**src/rtl/sccomp_mem_bridge.sv**
```systemverilog
// Memory-side bridge between the CPU core and imem/dmem: segment-based address
// mapping, fixed-latency fetch, wait-stated data FSM with byte lanes. Optional checks: ACCESS_ERR_EN.
module sccomp_mem_bridge #(
  parameter logic [31:0] IBASE = 32'h00400000,
  parameter logic [31:0] DBASE = 32'h10010000,
  parameter int          IAW   = 11,
  parameter int          DAW   = 11,
  parameter int          DWAIT = 1
) (
  input  logic           clk_in,
  input  logic           reset,
  input  logic [31:0]    i_addr,
  input  logic           i_req,
  output logic [31:0]    i_rdata,
  output logic           i_ready,
  input  logic [31:0]    d_addr,
  input  logic           d_req,
  input  logic           d_we,
  input  logic [3:0]     d_be,
  input  logic [31:0]    d_wdata,
  output logic [31:0]    d_rdata,
  output logic           d_ready,
  output logic           d_err,
  output logic [IAW-1:0] imem_addr,
  input  logic [31:0]    imem_rdata,
  output logic [DAW-1:0] dmem_addr,
  output logic           dmem_we,
  output logic [3:0]     dmem_be,
  output logic [31:0]    dmem_wdata,
  input  logic [31:0]    dmem_rdata
);

  localparam logic [3:0] DWAIT_L = 4'(DWAIT);

  typedef enum logic [1:0] {
    D_IDLE,
    D_WAIT,
    D_ACC,
    D_RESP
  } d_state_t;

  d_state_t       d_state_reg, d_state_next;
  logic [3:0]     cnt_reg, cnt_next;
  logic [DAW-1:0] addr_reg, addr_next;
  logic           we_reg, we_next;
  logic [3:0]     be_reg, be_next;
  logic [31:0]    wdata_reg, wdata_next;
  logic           err_reg, err_next;
  logic [31:0]    d_rdata_reg, d_rdata_next;
  logic [31:0]    i_rdata_reg;
  logic           i_ready_reg;

  logic [31:0]    i_off;
  logic [31:0]    d_off;
  logic           i_in_range;
  logic           d_fault;
  logic           unused_off_bits;

  // Segment offsets are plain 32-bit unsigned differences; a negative offset wraps high.
  assign i_off = i_addr - IBASE;
  assign d_off = d_addr - DBASE;

`ifdef ACCESS_ERR_EN
  logic d_in_range;
  logic d_misalign;

  assign i_in_range = (i_off >> (IAW + 2)) == 32'd0;
  assign d_in_range = (d_off >> (DAW + 2)) == 32'd0;
  assign d_misalign = (d_be == 4'b1111) && (d_addr[1:0] != 2'b00);
  assign d_fault    = !d_in_range || d_misalign;
`else
  assign i_in_range = 1'b1;
  assign d_fault    = 1'b0;
`endif

  assign unused_off_bits = ^{i_off[1:0], i_off[31:IAW+2], d_off[1:0], d_off[31:DAW+2]};

  // Fetch path: imem is combinational, so the word is captured one cycle after the request.
  assign imem_addr = reset ? i_off[IAW+1:2] : '0;

  always_ff @(posedge clk_in) begin
    if (!reset) begin
      i_ready_reg <= 1'b0;
      i_rdata_reg <= '0;
    end else begin
      i_ready_reg <= i_req;
      if (i_req) begin
        i_rdata_reg <= i_in_range ? imem_rdata : 32'h00000000;
      end
    end
  end

  assign i_ready = i_ready_reg;
  assign i_rdata = i_rdata_reg;

  always_ff @(posedge clk_in) begin
    if (!reset) begin
      d_state_reg <= D_IDLE;
      cnt_reg     <= '0;
      addr_reg    <= '0;
      we_reg      <= 1'b0;
      be_reg      <= '0;
      wdata_reg   <= '0;
      err_reg     <= 1'b0;
      d_rdata_reg <= '0;
    end else begin
      d_state_reg <= d_state_next;
      cnt_reg     <= cnt_next;
      addr_reg    <= addr_next;
      we_reg      <= we_next;
      be_reg      <= be_next;
      wdata_reg   <= wdata_next;
      err_reg     <= err_next;
      d_rdata_reg <= d_rdata_next;
    end
  end

  always_comb begin
    d_state_next = d_state_reg;
    cnt_next     = cnt_reg;
    addr_next    = addr_reg;
    we_next      = we_reg;
    be_next      = be_reg;
    wdata_next   = wdata_reg;
    err_next     = err_reg;
    d_rdata_next = d_rdata_reg;
    case (d_state_reg)
      D_IDLE: begin
        if (d_req) begin
          addr_next  = d_off[DAW+1:2];
          we_next    = d_we;
          be_next    = d_be;
          wdata_next = d_wdata;
          err_next   = d_fault;
          cnt_next   = DWAIT_L;
          // A faulting access never touches dmem and answers right away.
          if (d_fault) begin
            d_state_next = D_RESP;
          end else if (DWAIT_L != 4'd0) begin
            d_state_next = D_WAIT;
          end else begin
            d_state_next = D_ACC;
          end
        end
      end
      D_WAIT: begin
        cnt_next = cnt_reg - 4'd1;
        if (cnt_reg <= 4'd1) begin
          d_state_next = D_ACC;
        end
      end
      D_ACC: begin
        if (!we_reg) begin
          d_rdata_next = dmem_rdata;
        end
        d_state_next = D_RESP;
      end
      D_RESP: begin
        d_state_next = D_IDLE;
      end
      default: begin
        d_state_next = D_IDLE;
      end
    endcase
  end

  // Strobes are qualified by reset so an abort in D_ACC cannot leak a partial write.
  assign dmem_we    = reset && (d_state_reg == D_ACC) && we_reg;
  assign d_ready    = reset && (d_state_reg == D_RESP);
  assign d_err      = d_ready && err_reg;
  assign dmem_addr  = addr_reg;
  assign dmem_wdata = wdata_reg;
  assign d_rdata    = d_rdata_reg;

  for (genvar gi = 0; gi < 4; gi++) begin : g_lane
    assign dmem_be[gi] = dmem_we & be_reg[gi];
  end

endmodule

```
**config.mk**
```make
export PLATFORM = sky130hd
export DESIGN_NAME = sccomp_mem_bridge
export DESIGN_NICKNAME = d
export VERILOG_FILES = /design/src/rtl/sccomp_mem_bridge.sv
export SDC_FILE = /design/constraint.sdc
export NUM_CORES = 1
export LEC_CHECK = 0
export ABC_AREA = 1
export BUFFER_PORTS_ARGS = -buffer_cell sky130_fd_sc_hd__clkbuf_2
export CORE_AREA = 2 2 116 118
export DETAILED_ROUTE_END_ITERATION = 16
export DIE_AREA = 0 0 118 120
export PLACE_DENSITY = 0.68
export SETUP_SLACK_MARGIN = 0.15
export SLEW_MARGIN = 20
export SYNTH_ARGS = -nofsm -noshare
export SYNTH_HDL_FRONTEND = slang
export SYNTH_SLANG_ARGS = --single-unit
```
**constraint.sdc**
```tcl
create_clock -name clk_in -period 1.66 [get_ports clk_in]
set_input_delay 0.249 -clock clk_in [delete_from_list [all_inputs] [get_ports clk_in]]
set_output_delay 0.249 -clock clk_in [all_outputs]
set_load 0.03 [all_outputs]
```
After elaboration in Yosys (flattened, before gate mapping)
Cells that the tools add are included.
{"block": "op_classes", "n_bitwise": 5, "mux": 6, "order_cmp": 1, "add_sub_neg": 3, "n_eq_ne": 5, "reduce_logical": 9}
{"op": "subtractor 13 x 1 -> 13 bit, second input constant", "n": 2}
{"op": "2-to-1 mux 11 bit", "n": 1}
{"op": "case mux 2 bit (4 select lines)", "n": 1}
{"op": "case mux 4 bit (2 select lines)", "n": 1}
{"op": "AND reduction 2 bit", "n": 4}
{"op": "AND 1 bit", "n": 4}
{"op": "equality test 2 bit, second input constant", "n": 2}
{"op": "less-or-equal comparator 4 x 1 -> 1 bit, second input constant", "n": 1}
{"op": "2-to-1 mux 2 bit", "n": 2}
{"op": "2-to-1 mux 4 bit", "n": 1}
{"op": "inequality test 2 bit, second input constant", "n": 2}
{"op": "subtractor 4 x 1 -> 4 bit, second input constant", "n": 1}
{"op": "logical AND 1 bit", "n": 3}
{"op": "equality test 2 x 1 -> 1 bit, second input constant", "n": 1}
{"op": "zero test 2 bit", "n": 1}
{"op": "nonzero test 2 bit", "n": 1}
{"op": "inverter 1 bit", "n": 1}
{"block": "word_totals", "reg_bits": 119, "word_cells": 38}

Logic depth before layout (Yosys ltp)
Gate-level depths: netlist (run 1).
{"block": "logic_depth", "word_depth": 4, "depth_mapped": 9}

Least setup slack after synthesis (run 1)
Ideal clock, no wire load.
{"block": "synth_timing", "path_type": "flip-flop to output port", "start": "register d_state_reg[0]", "end": "output dmem_be[0]", "required_ns": 1.411, "path_stages_with_launch": 7, "setup_slack_ns": -0.050, "t_arrival_ns": 1.461, "n_path_buf": 0, "cell_sequence": "dfxtp_1 > inv_1 > ha_1 > inv_2 > nor3_4 > inv_2 > nor2_1"}
{"block": "synth_between", "elab_chain_len": 4}
{"element": "from (decl)", "line": "42", "source": "d_state_t d_state_reg, d_state_next;"}
{"element": "from (signal assigned)", "line": "107", "source": "d_state_reg <= d_state_next;"}
{"element": "equality test 2 bit", "line": "168", "source": "assign dmem_we = reset && (d_state_reg == D_ACC) && we_reg;"}
{"element": "logical AND 1 bit (2 in series)", "line": "168"}
{"element": "via dmem_we", "line": "27", "source": "output logic dmem_we,"}
{"element": "AND 1 bit", "line": "176", "source": "assign dmem_be[gi] = dmem_we & be_reg[gi];"}
{"element": "to (decl)", "line": "28", "source": "output logic [3:0] dmem_be,"}
The timed path passes the listed nets, and every way through them passes these cells.

Worst setup path in the final report (run 1)
{"block": "layout_timing", "start": "register d_state_reg[0]", "end": "output dmem_be[0]"}
{"block": "layout_between", "elab_chain_len": 4}
{"element": "equality test 2 bit", "line": "168"}
{"element": "logical AND 1 bit (2 in series)", "line": "168"}
{"element": "AND 1 bit", "line": "176"}
No other way between the ends.

==> results of run 1 <==
[worst reg2reg max path, delay by kind of cell (launching register included)]
kind | cells | cell delay, ns
and+or+nand+nor | 2 | 0.17
AOI/OAI and AO/OA | 1 | 0.20
DFF | 1 | 0.33
adders and majority gates | 1 | 0.17
buffers and inverters | 3 | 0.49
[stage by stage]
step | worst slack, ns | hold slack, ns
floorplan | 0.0815 | 0.384
global placement | 0.0954 | 0.462
detailed placement | 0.0751 | 0.471
CTS | -0.100 | 0.0452
global route | -0.158 | 0.0534
finish | -0.0772 | 0.0586
[path summary, 6_finish.rpt]
kind	cells after the start	startpoint	slack (ns)	end
hold reg to reg	2	dmem_wdata[13]$_SDFFE_PN0P_	0.48	dmem_wdata[13]$_SDFFE_PN0P_
setup reg to reg	7	d_state_reg[0]$_SDFFE_PN0P_	0.19	dmem_addr[6]$_SDFFE_PN0P_
setup / recovery	7	d_state_reg[0]$_SDFFE_PN0P_	-0.08	dmem_be[0]
hold / removal	3	imem_rdata[31]	0.06	i_rdata[31]$_SDFFE_PN0P_
[cells in the final DEF (no fill, tap or decap), types with 2 or more instances in the layout]
| cell | count |
|---|---|
| inv_4 | 2 |
| inv_2 | 5 |
| clkbuf_1 | 3 |
| nor2_2 | 2 |
| nand2_1 | 23 |
| dfxtp_1 | 117 |
| buf_8 | 6 |
| o21ai_1 | 9 |
| clkbuf_2 | 244 |
| clkbuf_8 | 3 |
| nor2_4 | 5 |
| ha_4 | 2 |
| bufinv_16 | 2 |
| o21ai_0 | 104 |
| nand3_1 | 4 |
| nor2_1 | 219 |
| inv_1 | 26 |
| a21oi_1 | 12 |
| buf_6 | 6 |
| clkbuf_16 | 17 |
| clkinv_2 | 3 |
| buf_4 | 11 |
| clkinvlp_4 | 3 |
| ha_1 | 4 |
[per-layer routing]
| metal | part of all wire (%) | global-route usage (%) | vias up |
|---|---|---|---|
| met5 | 0 | 0 | - |
| met4 | 1.4 | 6.93 | 0 |
| met3 | 7.3 | 6.65 | 15 |
| met2 | 47 | 29.0 | 172 |
| met1 | 44 | 21.6 | 2008 |
| li1 | - | - | 2326 |
[what timing repair did]
action | CTS | global route
buffers inserted | 4 | 2
setup endpoints to repair | 7 | 38
resized for setup | 18 | 23
gates cloned | 1 | 0
hold endpoints to repair | 0 | 0
pin swaps | 2 | 2
[report_power, final]
group,internal [µW],switching (µW),total [µW]
combinational,1320,2840,4160
sequential,3600,376,3980
clock,2310,1250,3560
[cells by family after synthesis]
kind of cell / after synthesis / synth area share, %
adders and majority gates: 7 / 1.97
other: 1 / 0.0843
and+or+nand+nor: 257 / 22.4
AOI/OAI and AO/OA: 126 / 14.3
buffers and inverters: 70 / 7.73
DFF: 119 / 53.5
[area by class of cell]
type                       count  share of cell area (%)
timing repair buffer         269                    22.8
tap                          176                    3.32
clock inverter                 8                    1.47
inverter                      34                    2.11
multi-input combinational    391                    27.1
clock buffer                  23                    7.20
sequential                   119                    36.0
==> summary.md, run 1 <==
| Metric | Value |
|---|---|
| Outcome | `complete, but fails checks` |
| Failing checks | `negative setup slack` |
| CP bufs+invs | `4` |
| Worst-path cell chain | `inv_2, ha_4, inv_4, nor3_4, inv_4, nor2_4, buf_8` |
| Worst-path clk slew | `0.05 ns` |
| Fin cells | `1,020` |
| Req. time, crit path | `1.41 ns` |
| Post-Syn Instances | `580` |
| Dpl hpwl | `8480 µm` |
| DRT Pass-1 Iters | `5` |
| Via count | `4,521` |
| Largest net degree at the start of global routing | `76` |
| Ant diodes | `0` |
| Post-layout nets | `1,008` |
| Slew Viols, Final | `0` |
| Vias per cell | `4.43` |
| Slew @ Worst Pin | `0.667 ns` |
| Clk sinks | `119` |
| Routed WL | `12,600 µm` |
| # setup viols final | `5` |
| Overall power | `11,700 µW` |
| Die area | `14,200 µm²` |
| Maximum root-to-sink buffer count | `2` |
| Pwr dens | `1760 nW/µm²` |
| Post-synth top cells | `225 x nor2_1, 119 x dfxtp_1, 107 x o21ai_0, 30 x inv_1, 24 x nand2_1` |
| FF+latch count, synth | `119` |
| Lkg Pwr | `0.00340 µW` |
| IO buf count | `251` |
| Max stage delay on crit path | `0.33 ns` |
| Core area | `13,000 µm²` |
| Vias in the first global route | `4,147` |
| Maxcap violations | `0` |
| CP endpoint kind | `output port` |
| Fin Setup TNS | `-0.350 ns` |
| Die X | `118 µm` |
| Fmax | `0.576 GHz` |
| Initial core utilization | `34.3%` |
| Final worst slack | `-0.0772 ns` |
| Gr ovfl total | `0` |
| EDFF count, synth | `0` |
| Fin util | `51.1%` |
| Clk root buf | `clkbuf_16` |
| Placed cell count | `982` |
| Fillcell total | `1,302` |
| Routability cong. | `0.763` |
| Sequential area share after synthesis | `53.5%` |
| Final min period | `1.74 ns` |
| Worst EP arrival | `1.49 ns` |
| I/O Pins | `295` |
| Cell with the most instances after synthesis | `nor2_1` |
| Fraction of registers with async set/reset | `0%` |
| Synth area leaders | `dfxtp_1 54%, nor2_1 19%, o21ai_0 12%` |
| Mapped Avg Cell Area | `7.67 µm²` |
| Area post-placement | `5860 µm²` |
| Synth unique cells | `22` |
| 1st-iter DRT viols | `197` |
| Global-route wire length before repair | `20,300 µm` |
| Final Hold Viols | `0` |
| Hold-fix buffers, CTS | `0` |
| RSZ-0062 raised after global routing | `yes` |
| Drt drc | `0` |
| Top cell type by total area after synthesis | `dfxtp_1` |
| Chip height | `120 µm` |
| Crit-path max FO | `4` |
| Clock skew | `0.00970 ns` |
| Seq. cell area | `2390 µm²` |
| Slew headroom | `55.5%` |
| Critical path's top delay family | `buffers and inverters` |
| WL/cell | `12.4 µm` |
| Number of core rows | `42` |
| Final cycle utilization of the critical path | `105%` |
| CTS tree | `built` |
| Post-synth top area share | `53.5%` |
| Post-Syn Area | `4450 µm²` |
| Min-Delay Path Class | `in2reg` |
| Layout area overhead | `49.1%` |
| Crit path max-delay cell type | `dfxtp_2` |
| Finished Cell Area | `6630 µm²` |
| Synth Warn # | `0` |
| Total track usage | `17.9%` |
| Layout cell share with drive strength beyond 1 | `38.0%` |
| Syn nets | `756` |
| Clock Latency Late Sink | `0.41 ns` |
| CP Launch Type | `flip-flop` |
| ANT nets after route | `0` |
| CTS Buf Count | `17` |
| Multi-input gate area | `1800 µm²` |
| Initial antenna violation count | `0` |
| Most used flip-flop cell after synthesis | `dfxtp_1` |
| Max VDD drop | `0.000847 V` |
| Critical setup path kind | `reg2out` |
| CP most frequent cell | `inv_4` |
| H-tree depth reported by CTS | `4` |
Note: power is estimated with default switching activity, not from simulation.
==> inputs of run 2 (changes only) <==
--- a/config.mk
+++ b/config.mk
@@ -10,6 +10,7 @@
 export CORE_AREA = 2 2 116 118
 export DETAILED_ROUTE_END_ITERATION = 16
 export DIE_AREA = 0 0 118 120
+export HOLD_SLACK_MARGIN = 0.08
 export PLACE_DENSITY = 0.68
 export SETUP_SLACK_MARGIN = 0.15
 export SLEW_MARGIN = 20
==> run 2 against run 1 <==
Net effect:
- the run still ends with negative setup slack left
- clock-buffer cell count unchanged
- final area up 11%
- combinational power up 4%
- fmax about the same
==> summary.md, run 2 (synthesis gave the netlist of run 1 again) <==
| Metric | Value |
|---|---|
| Min-Delay Path Class | `in2reg (unchanged)` |
| Fillcell total | `1,164 (was 1,302)` |
| # setup viols final | `5 (unchanged)` |
| Worst Reg-to-Reg Cells | `7 (unchanged)` |
| Seq. cell area | `2390 µm² (unchanged)` |
| CP most frequent cell | `inv_4 (unchanged)` |
| Die area | `14,200 µm² (unchanged)` |
| Clock skew | `0.00851 ns (was 0.00970 ns)` |
| Worst r2r dst | `dmem_addr[3]$_SDFFE_PN0P_ (was dmem_addr[6]$_SDFFE_PN0P_)` |
| Outcome | `complete, but fails checks (unchanged)` |
| Crit path max-delay cell type | `dfxtp_2 (unchanged)` |
| CP endpoint kind | `output port (unchanged)` |
| Gr ovfl total | `0 (unchanged)` |
| Dpl hpwl | `8480 µm (unchanged)` |
| DRT Pass-1 Iters | `4 (was 5)` |
| Pwr dens | `1610 nW/µm² (was 1760 nW/µm²)` |
| Max VDD drop | `0.000828 V (was 0.000847 V)` |
| Crit-path max FO | `4 (unchanged)` |
| Lkg Pwr | `0.00370 µW (was 0.00340 µW)` |
| IO buf count | `251 (unchanged)` |
| I/O Pins | `295 (unchanged)` |
| Slew headroom | `54.9% (was 55.5%)` |
| Max stage delay on crit path | `0.33 ns (about the same)` |
| Slew @ Worst Pin | `0.676 ns (was 0.667 ns)` |
| Vias in the first global route | `4,625 (was 4,147)` |
| Most frequent cells in the layout | `244 x clkbuf_2, 218 x nor2_1, 117 x dfxtp_1, 105 x o21ai_0, 72 x dlygate4sd3_1 (was 244 x clkbuf_2, 219 x nor2_1, 117 x dfxtp_1, 104 x o21ai_0, 26 x inv_1)` |
| Final min period | `1.74 ns (about the same)` |
| Drt drc | `0 (unchanged)` |
| ANT nets after route | `0 (unchanged)` |
| 1st-iter DRT viols | `245 (was 197)` |
| Placed cell count | `982 (unchanged)` |
| Clk root buf | `clkbuf_16 (unchanged)` |
| Worst EP arrival | `1.49 ns (about the same)` |
| Sw Ratio | `38.2% (was 38.1%)` |
| Maxcap violations | `0 (unchanged)` |
| Clock power frac | `30.0% (was 30.4%)` |
| CTS tree | `built (unchanged)` |
| Chip height | `120 µm (unchanged)` |
| CP startpoint | `d_state_reg[0]$_SDFFE_PN0P_ (unchanged)` |
| Final cycle utilization of the critical path | `105% (about the same)` |
| Initial core utilization | `34.3% (unchanged)` |
| Critical setup path kind | `reg2out (unchanged)` |
| Vias per cell | `4.44 (was 4.43)` |
| Reg power frac | `33.6% (was 34.0%)` |
| Global-route wire length before repair | `22,500 µm (was 20,300 µm)` |
| Clk sinks | `119 (unchanged)` |
| Routed WL | `13,800 µm (was 12,600 µm)` |
| Reg2reg start | `d_state_reg[0]$_SDFFE_PN0P_ (unchanged)` |
| Clock Latency Late Sink | `0.41 ns (about the same)` |
| Initial antenna violation count | `0 (unchanged)` |
| CP bufs+invs | `4 (unchanged)` |
| Failing checks | `negative setup slack (unchanged)` |
| Routability cong. | `0.763 (unchanged)` |
| Sw Pwr | `4530 µW (was 4460 µW)` |
| Hold_sp | `d_addr[10] (was imem_rdata[31])` |
| Number of core rows | `42 (unchanged)` |
| Critical path's top delay family | `buffers and inverters (unchanged)` |
| WL/cell | `12.6 µm (was 12.4 µm)` |
| Via count | `4,851 (was 4,521)` |
| Worst slack, placed | `0.0751 ns (unchanged)` |
| Fmax | `0.576 GHz (about the same)` |
| P_int | `7350 µW (was 7240 µW)` |
| Most common cell after layout, fill and taps aside | `clkbuf_2 (unchanged)` |
| Core area | `13,000 µm² (unchanged)` |
| Post-layout nets | `1,080 (was 1,008)` |
| Layout cell share with drive strength beyond 1 | `35.2% (was 38.0%)` |
| Multi-input gate area | `1800 µm² (about the same)` |
| Hold Path Cell Cnt | `3 (unchanged)` |
| R2r setup slk | `0.23 ns (was 0.19 ns)` |
| Slew Viols, Final | `0 (unchanged)` |
| CTS Buf Count | `17 (unchanged)` |
| Worst-path cell chain | `inv_2, ha_4, inv_4, nor3_4, inv_4, nor2_4, buf_8 (unchanged)` |
| Req. time, crit path | `1.41 ns (about the same)` |
| Worst-case hold path end point | `dmem_addr[8]$_SDFFE_PN0P_ (was i_rdata[31]$_SDFFE_PN0P_)` |
| Final worst slack | `-0.0758 ns (was -0.0772 ns)` |
| RSZ-0062 raised after global routing | `yes (unchanged)` |
| Fin cells | `1,092 (was 1,020)` |
| Ant diodes | `0 (unchanged)` |
| CP Launch Type | `flip-flop (unchanged)` |
| Largest net degree at the start of global routing | `76 (unchanged)` |
| Part of the power in combinational logic | `36.4% (was 35.6%)` |
| H-tree depth reported by CTS | `4 (unchanged)` |
| Worst-path clk slew | `0.05 ns (about the same)` |
| Die X | `118 µm (unchanged)` |
| Layout area overhead | `65.3% (was 49.1%)` |
| Total track usage | `19.8% (was 17.9%)` |
| Maximum root-to-sink buffer count | `2 (unchanged)` |
| Final Hold Viols | `0 (unchanged)` |
## run 2: cell type report
class                           count  area share [%]
Clock buffer                       23            6.50
Multi-Input combinational cell    391            24.5
Tap cell                          176            2.99
Inverter                           34            1.90
Sequential cell                   119            32.4
Clock inverter                      8            1.33
Timing Repair Buffer              341            30.4
## run 2: worst max-delay path by stage
stage	to	slack, ns	cells after the start
floorplan	dmem_be[0]	0.08	6
global placement	cnt_reg[3]$_SDFFE_PN0P_	0.1	7
detailed placement	cnt_reg[3]$_SDFFE_PN0P_	0.08	7
CTS	dmem_be[0]	-0.10	7
global route	dmem_be[1]	-0.16	7
finish	dmem_be[0]	-0.08	7
## run 2: routing by layer
metal  track usage, %  share of wire [%]  vias up
met2             33.1                 49      196
met4             7.91                1.7        0
li1                 -                  -     2473
met5                0                  0        -
met3             7.03                7.4       17
met1             23.1                 42     2165
## run 2: metrics by stage
| step | util, % | hold WS [ns] | setup TNS, ns | total power (µW) | area, µm² |
|---|---|---|---|---|---|
| floorplan | - | 0.384 | 0 | 6830 | 4500 |
| global placement | 45.1 | 0.462 | 0 | 7910 | 5860 |
| detailed placement | 45.1 | 0.471 | 0 | 7960 | 5860 |
| CTS | 56.1 | 0.0802 | -0.394 | 11800 | 7280 |
| global route | 56.7 | 0.105 | -0.750 | 12600 | 7360 |
| finish | 56.7 | 0.0856 | -0.344 | 11900 | 7360 |
## run 2: repair_timing
| item | 4_1_cts | 5_1_grt |
|---|---|---|
| endpoints found under the setup margin | 7 | 39 |
| hold endpoints to repair | 72 | 0 |
| resized for setup | 18 | 23 |
| hold buffers | 72 | 0 |
| buffers inserted | 4 | 2 |
| pin swaps | 2 | 2 |
| cloned | 1 | 0 |
## run 2: worst min-delay path, cell delays in order
cell,delay (ns)
clkbuf_2,0.08
o21ai_1,0.06
nor2_1,0.07
## run 2: power by group through the flow
stage | Sequential, µW | Combinational (µW) | Clock, µW
floorplan | 5260 | 1560 | 0
global placement | 4000 | 3910 | 0
detailed placement | 4030 | 3930 | 0
CTS | 3980 | 4220 | 3640
global route | 4070 | 4760 | 3770
finish | 3990 | 4330 | 3570
